File: config.mk
export PLATFORM = sky130hd
export DESIGN_NAME = mem_port_arbiter
export DESIGN_NICKNAME = d
export VERILOG_FILES = /design/src/rtl/mem_arb_pkg.sv /design/src/rtl/mem_arb_pick.sv /design/src/rtl/mem_port_arbiter.sv
export SDC_FILE = /design/constraint.sdc
export NUM_CORES = 1
export LEC_CHECK = 0
export CORE_AREA = 4 4 305 307
export DETAILED_ROUTE_END_ITERATION = 10
export DIE_AREA = 0 0 309 311
export GPL_TIMING_DRIVEN = 0
export PLACE_DENSITY = 0.48
export SYNTH_ARGS = -nofsm -noshare
export SYNTH_HDL_FRONTEND = slang
export SYNTH_SLANG_ARGS = --single-unit
export TNS_END_PERCENT = 100
File: constraint.sdc
create_clock -name clk -period 2.1 [get_ports clk]
set_input_delay 0.21 -clock clk [delete_from_list [all_inputs] [get_ports clk]]
set_output_delay 0.21 -clock clk [all_outputs]
set_load 0.005 [all_outputs]
File: src/rtl/mem_arb_pkg.sv
// Shared encodings for the memory-port arbiter: FSM states, requester IDs and
// line geometry.
package mem_arb_pkg;

  typedef enum logic [1:0] {
    IDLE = 2'd0,
    BUSY = 2'd1,
    RESP = 2'd2
  } state_t;

  typedef logic [1:0] req_id_t;

  localparam req_id_t REQ_I = 2'd0;
  localparam req_id_t REQ_D = 2'd1;
  localparam req_id_t REQ_W = 2'd2;

  localparam int LINE_OFS_W = 4;

  // Rotation order i -> d -> w -> i.
  function automatic req_id_t next_req(input req_id_t id);
    return (id == REQ_W) ? REQ_I : req_id_t'(id + 2'd1);
  endfunction

endpackage

File: src/rtl/mem_arb_pick.sv
// Combinational winner selection for the memory-port arbiter.
// MEM_ARB_RR_EN selects round-robin rotation instead of fixed priority.
module mem_arb_pick
  import mem_arb_pkg::*;
(
  input  logic    icache_req,
  input  logic    dcache_req,
  input  logic    store_req,
  input  logic    raw_hit,
  input  logic    starve_hit,
  input  req_id_t rr_ptr,
  output req_id_t winner
);

  logic [3:0] req_vec;
  assign req_vec = {1'b0, store_req, dcache_req, icache_req};

`ifdef MEM_ARB_RR_EN
  req_id_t cand;
  logic    found;

  // starve_hit is tied low by the top in this build, so that rule is inert.
  always_comb begin
    winner = rr_ptr;
    cand   = rr_ptr;
    found  = 1'b0;
    if (raw_hit) begin
      winner = REQ_W;
    end else if (starve_hit && icache_req) begin
      winner = REQ_I;
    end else begin
      for (int k = 0; k < 3; k++) begin
        if (!found && req_vec[cand]) begin
          winner = cand;
          found  = 1'b1;
        end
        cand = next_req(cand);
      end
    end
  end
`else
  // With no request the output is a don't-care; rr_ptr is simply a stable default.
  always_comb begin
    winner = rr_ptr;
    if (raw_hit)                        winner = REQ_W;
    else if (starve_hit && icache_req)  winner = REQ_I;
    else if (req_vec[REQ_D])            winner = REQ_D;
    else if (req_vec[REQ_W])            winner = REQ_W;
    else if (req_vec[REQ_I])            winner = REQ_I;
  end
`endif

endmodule

File: src/rtl/mem_port_arbiter.sv
// Shares one memory port between icache fill, dcache fill and store drain.
// Build option MEM_ARB_RR_EN: round-robin instead of fixed priority + anti-starvation.
module mem_port_arbiter
  import mem_arb_pkg::*;
#(
  parameter int ADDR_W     = 32,
  parameter int DATA_W     = 128,
  parameter int STARVE_MAX = 4
) (
  input  logic              clk,
  input  logic              rst,
  input  logic              iReq,
  input  logic [ADDR_W-1:0] iAddr,
  output logic              iAck,
  output logic [DATA_W-1:0] iRData,
  input  logic              dReq,
  input  logic [ADDR_W-1:0] dAddr,
  output logic              dAck,
  output logic [DATA_W-1:0] dRData,
  input  logic              wReq,
  input  logic [ADDR_W-1:0] wAddr,
  input  logic [DATA_W-1:0] wData,
  output logic              wAck,
  output logic              memReq,
  output logic              memWe,
  output logic [ADDR_W-1:0] memAddr,
  output logic [DATA_W-1:0] memWData,
  input  logic              memAck,
  input  logic [DATA_W-1:0] memRData
);

  localparam logic [2:0] STARVE_LIM = 3'(STARVE_MAX);

  state_t     state;
  req_id_t    owner;
  req_id_t    rr_ptr;
  req_id_t    winner;
  logic [2:0] starve_cnt;
  logic       any_req;
  logic       raw_hit;
  logic       starve_hit;

  assign any_req    = iReq | dReq | wReq;
  // A dcache fill must not overtake a pending store to the same line.
  assign raw_hit    = dReq && wReq &&
                      (dAddr[ADDR_W-1:LINE_OFS_W] == wAddr[ADDR_W-1:LINE_OFS_W]);
  assign starve_hit = (starve_cnt == STARVE_LIM);

  mem_arb_pick u_pick (
    .icache_req (iReq),
    .dcache_req (dReq),
    .store_req  (wReq),
    .raw_hit    (raw_hit),
    .starve_hit (starve_hit),
    .rr_ptr     (rr_ptr),
    .winner     (winner)
  );

  always_ff @(posedge clk) begin
    if (rst) begin
      state      <= IDLE;
      owner      <= REQ_I;
      rr_ptr     <= REQ_I;
      starve_cnt <= '0;
      memReq     <= 1'b0;
      memWe      <= 1'b0;
      memAddr    <= '0;
      memWData   <= '0;
      iAck       <= 1'b0;
      dAck       <= 1'b0;
      wAck       <= 1'b0;
      iRData     <= '0;
      dRData     <= '0;
    end else begin
      iAck <= 1'b0;
      dAck <= 1'b0;
      wAck <= 1'b0;
      case (state)
        IDLE: begin
          if (any_req) begin
            owner  <= winner;
            memReq <= 1'b1;
            memWe  <= (winner == REQ_W);
            case (winner)
              REQ_I:   memAddr <= iAddr;
              REQ_D:   memAddr <= dAddr;
              default: memAddr <= wAddr;
            endcase
            if (winner == REQ_W) memWData <= wData;
            state <= BUSY;
`ifdef MEM_ARB_RR_EN
            rr_ptr <= next_req(winner);
`endif
          end
`ifndef MEM_ARB_RR_EN
          if (!iReq)
            starve_cnt <= '0;
          else if (any_req)
            starve_cnt <= (winner == REQ_I) ? 3'd0 :
                          (starve_hit ? starve_cnt : starve_cnt + 3'd1);
`endif
        end
        BUSY: begin
          if (memAck) begin
            memReq <= 1'b0;
            state  <= RESP;
            case (owner)
              REQ_I: begin
                iAck   <= 1'b1;
                iRData <= memRData;
              end
              REQ_D: begin
                dAck   <= 1'b1;
                dRData <= memRData;
              end
              default: wAck <= 1'b1;
            endcase
          end
        end
        RESP:    state <= IDLE;
        default: state <= IDLE;
      endcase
    end
  end

endmodule

==> metrics.md <==
| Metric | Value |
|---|---|
| Status | `finished with violations` |
| Violated checks | `negative hold slack, negative setup slack` |
| Largest net degree at the start of global routing | `15` |
| Register area share after synthesis | `0.5340` |
| Final Hold Viols | `1` |
| Maximum vdd drop | `554.3 µV` |
| Layout Cells excl Fill | `4044` |
| First-pass GRT wire length | `122900 µm` |
| Clk sinks | `approximately 430` |
| Chip Height | `slightly above 300 µm` |
| Placer congestion estimate | `0.8620` |
| CP Cell Sequence | `clkdlybuf4s50_1 -> xor2_1 -> nor4_2 -> nand4_1 -> buf_4 -> o31a_1 -> buf_6 -> buf_8 -> mux2i_2 -> o21ai_0` |
| Design Area, Final | `27690 µm²` |
| WS Path Type | `primary input to flip-flop` |
| Largest family of logic cells by synthesized area | `simple AND/OR/NAND/NOR gates` |
| Fin crit period | `roughly 2.1 ns` |
| Worst Path Required | `2.56 ns` |
| Compound-Gate Fraction of Synth Area | `0.1778` |
| Synth Cell Area | `~16000 µm²` |
| Post-synth top area share | `0.5340` |
| Post-placement cell count | `between 3000 and 4000` |
| Area occupied by registers | `8568 µm²` |
| Relative slew margins | `0.4535` |
| Placed cell area | `25300 µm²` |
| Initial antenna violation count | `19` |
| Clk slew on worst S/H paths | `0.06 ns` |
| GRT Total Usage | `0.1736` |
| RSZ-0062 raised after global routing | `true` |
| GRT overflow | `0` |
| Yosys reg bits | `roughly 430` |
| DR vias | `between 15000 and 20000` |
| CTS tree | `done` |
| Fraction of registers with async set/reset | `0` |
| Crit path DAT | `2.56 ns` |
| Residual DRC | `0` |
| Simple-gate area share of the yosys netlist | `0.1812` |
| CP max FO | `10` |
| Inserted Clock Buffers | `53` |
| Post-synthesis mux area share | `0.04242` |
| Post-synth net total | `2329` |
| Final period util | `1.000` |
| Commonest cells post-synth | `nand2_1 (553), dfxtp_1 (428), a21oi_1 (391)` |
| Ys Warns | `0` |
| Post-synth cell types | `35` |
| Delay of the slowest critical-path stage | `0.43 ns` |
| Largest cells by area after synthesis | `dfxtp_1 (53%), nand2_1 (13%), a21oi_1 (12%)` |
| Vias per Instance | `4.249` |
| CP bufs+invs | `4` |
| Slowest cell on crit path | `clkdlybuf4s50_1` |
| Die area | `96100 µm²` |
| Tot Pwr | `about 22 mW` |
| Fin. max-slew vios | `0` |
| Clk Tree Root Cell | `clkbuf_16` |
| Setup crit start kind | `primary input` |
| Port-buffer cells | `778` |
| Num rows | `110` |
| H-tree levels | `2` |
| Crit path capture type | `flip-flop` |
| Number of synthesized flops with an enable pin | `0` |
| Crit path max-delay family | `buffers and inverters` |
| Clock latency on the worst-skew pair | `0.61 ns` |
| Post-synth top flop | `dfxtp_1` |
| Mean area per synthesized cell | `just over 8 µm²` |
| # IOs | `779` |
| Synth Area in Adders | `0.001560` |
| # fillers | `9738` |
| PnR worst setup slack | `-0.0003850 ns` |
| Min-delay worst type | `primary input to flip-flop` |
| Dpl hpwl | `slightly below 70000 µm` |
| Vias in the first global route | `16950` |
| Fmax | `0.4761 GHz` |
| Total of max-cap violations | `0` |
| Synth area leader | `dfxtp_1` |
| Max Buffers Root-to-Sink | `3` |
| Top-count cell post-synth | `nand2_1` |
| Clock skew | `0.01580 ns` |
| Per-cell routed wire length | `about 22 µm` |
| Initial drt markers | `approximately 1100` |
| Nets | `3169` |
| ANT nets after route | `0` |
| Initial Util | `0.1782` |
| LEAKAGE | `9.615 nW` |
| Area of the multi-input gates | `between 6000 and 7000 µm²` |
| Syn Inst Count | `1969` |
| Pre-Repair DR Iteration Count | `5` |
| Chip width | `~310 µm` |
| Final setup fails | `1` |
| Hold slack | `-0.01056 ns` |
| Share of cells above drive strength 1 | `0.09502` |
| Xor/xnor share of the synthesized area | `0.01529` |
| Core footprint | `90010 µm²` |
| PwrDens | `787.7 nW/µm²` |
| Routed Wire Length | `87600 µm` |
| Area growth from synthesis to layout | `72.56%` |
| Worst Tran Pin Value | `between 0.8 and 0.9 ns` |
## worst min-delay path, delay by kind of cell
family,cells,cell delay [ns]
buf+inv,1,0.13
compound gates,1,0.13
mux,1,0.08
## stage by stage
stage | setup WS, ns | TNS (ns) | hold WS [ns] | utilization
after CTS | 0.003958 | 0 | 0.08865 | 0.3040
after global routing | -0.004265 | -0.008927 | 0.03090 | 0.3074
after global placement | -1.664 | -456.99 | 0.4345 | 0.2811
after detailed placement | -1.758 | -469.52 | 0.4418 | 0.2811
final | -0.0003850 | -0.0003850 | -0.01056 | 0.3076
after floorplan | 0.2923 | 0 | 0.3460 | -
## cell type report
| cell class | instances | share of cell area |
|---|---|---|
| flip-flops and latches | 428 | 0.3095 |
| repair buffers | 788 | 0.2854 |
| multi-input cells | 1369 | 0.2473 |
| clock buffers | 73 | 0.05568 |
| well taps | 1176 | 0.05315 |
| plain buffers | 167 | 0.03489 |
| clock inverters | 25 | 0.01229 |
| diodes | 16 | 0.001446 |
| inverters | 2 | 0.0002712 |
## registers in the layout (all words and copies together), names as in the netlist
register,cells
memAddr,32
memReq,1
memWe,1
dRData,128
owner,2
iRData,128
iAck,1
starve_cnt,3
dAck,1
wAck,1
state,2
memWData,128
## timing repair
action | CTS | global route
cloned | 0 | 1
setup endpoints to repair | 417 | 351
resized for setup | 77 | 130
pin swaps | 2 | 6
endpoints found under the hold margin | 0 | 4
buffers inserted | 3 | 2
hold buffers | 0 | 4
## worst paths after layout
path / depth (start not counted) / slack (ns) / endpoint / start
worst max-delay path: 10 / -0.0004 / memAddr[29]$_SDFFE_PP0P_ / dAddr[10]
worst min-delay path: 3 / -0.01 / memAddr[15]$_SDFFE_PP0P_ / wAddr[15]
worst max register to register: 9 / 0.07 / memAddr[29]$_SDFFE_PP0P_ / starve_cnt[0]$_SDFFE_PP0P_
worst min register to register: 2 / 0.45 / dRData[24]$_SDFFE_PP0P_ / dRData[24]$_SDFFE_PP0P_
## logic make-up (layout without fill, tap and decap cells)
family / Yosys count / in the layout
compound gates: 562 / 562
xor+xnor: 28 / 28
fa+ha+maj: 2 / 2
buf+inv: 172 / 1055
flops: 428 / 428
mux: 64 / 64
other cells: 0 / 16
simple gates: 713 / 713
## layer usage
layer,vias to the layer above,GRT usage,part of all wire,wire length [µm]
met1,8179,0.2160,0.43,37350
met5,-,0,0.00015,13
met3,107,0.04955,0.073,6420
met2,527,0.2885,0.48,41730
li1,8368,-,-,-
met4,2,0.05619,0.024,2088
## power breakdown
group | leakage (nW) | internal, mW | switching (mW)
Clock | 0.936 | 6.01 | 3.93
Sequential | 3.47 | 8.46 | 0.195
Combinational | 5.21 | 1.60 | 1.61
## cell usage in the layout (no fill, tap or decap), drive strengths merged, types with 2 or more instances in the layout
cell           instances
a21oi                391
and2                   2
and3                   2
buf                   40
bufinv                 7
clkbuf               206
clkdlybuf4s50        766
clkinv                10
dfxtp                428
diode                 16
dlygate4sd3            4
dlymetal6s2s          12
ha                     2
inv                    9
mux2                  32
mux2i                 32
nand2                553
nand3                129
nand3b                 4
nor2                   8
nor3                   3
nor4                   6
o2111ai                2
o21a                   2
o21ai                160
o31a                   3
o31ai                  3
or3                    2
xor2                  27
Power figures use the tool's default switching activity.
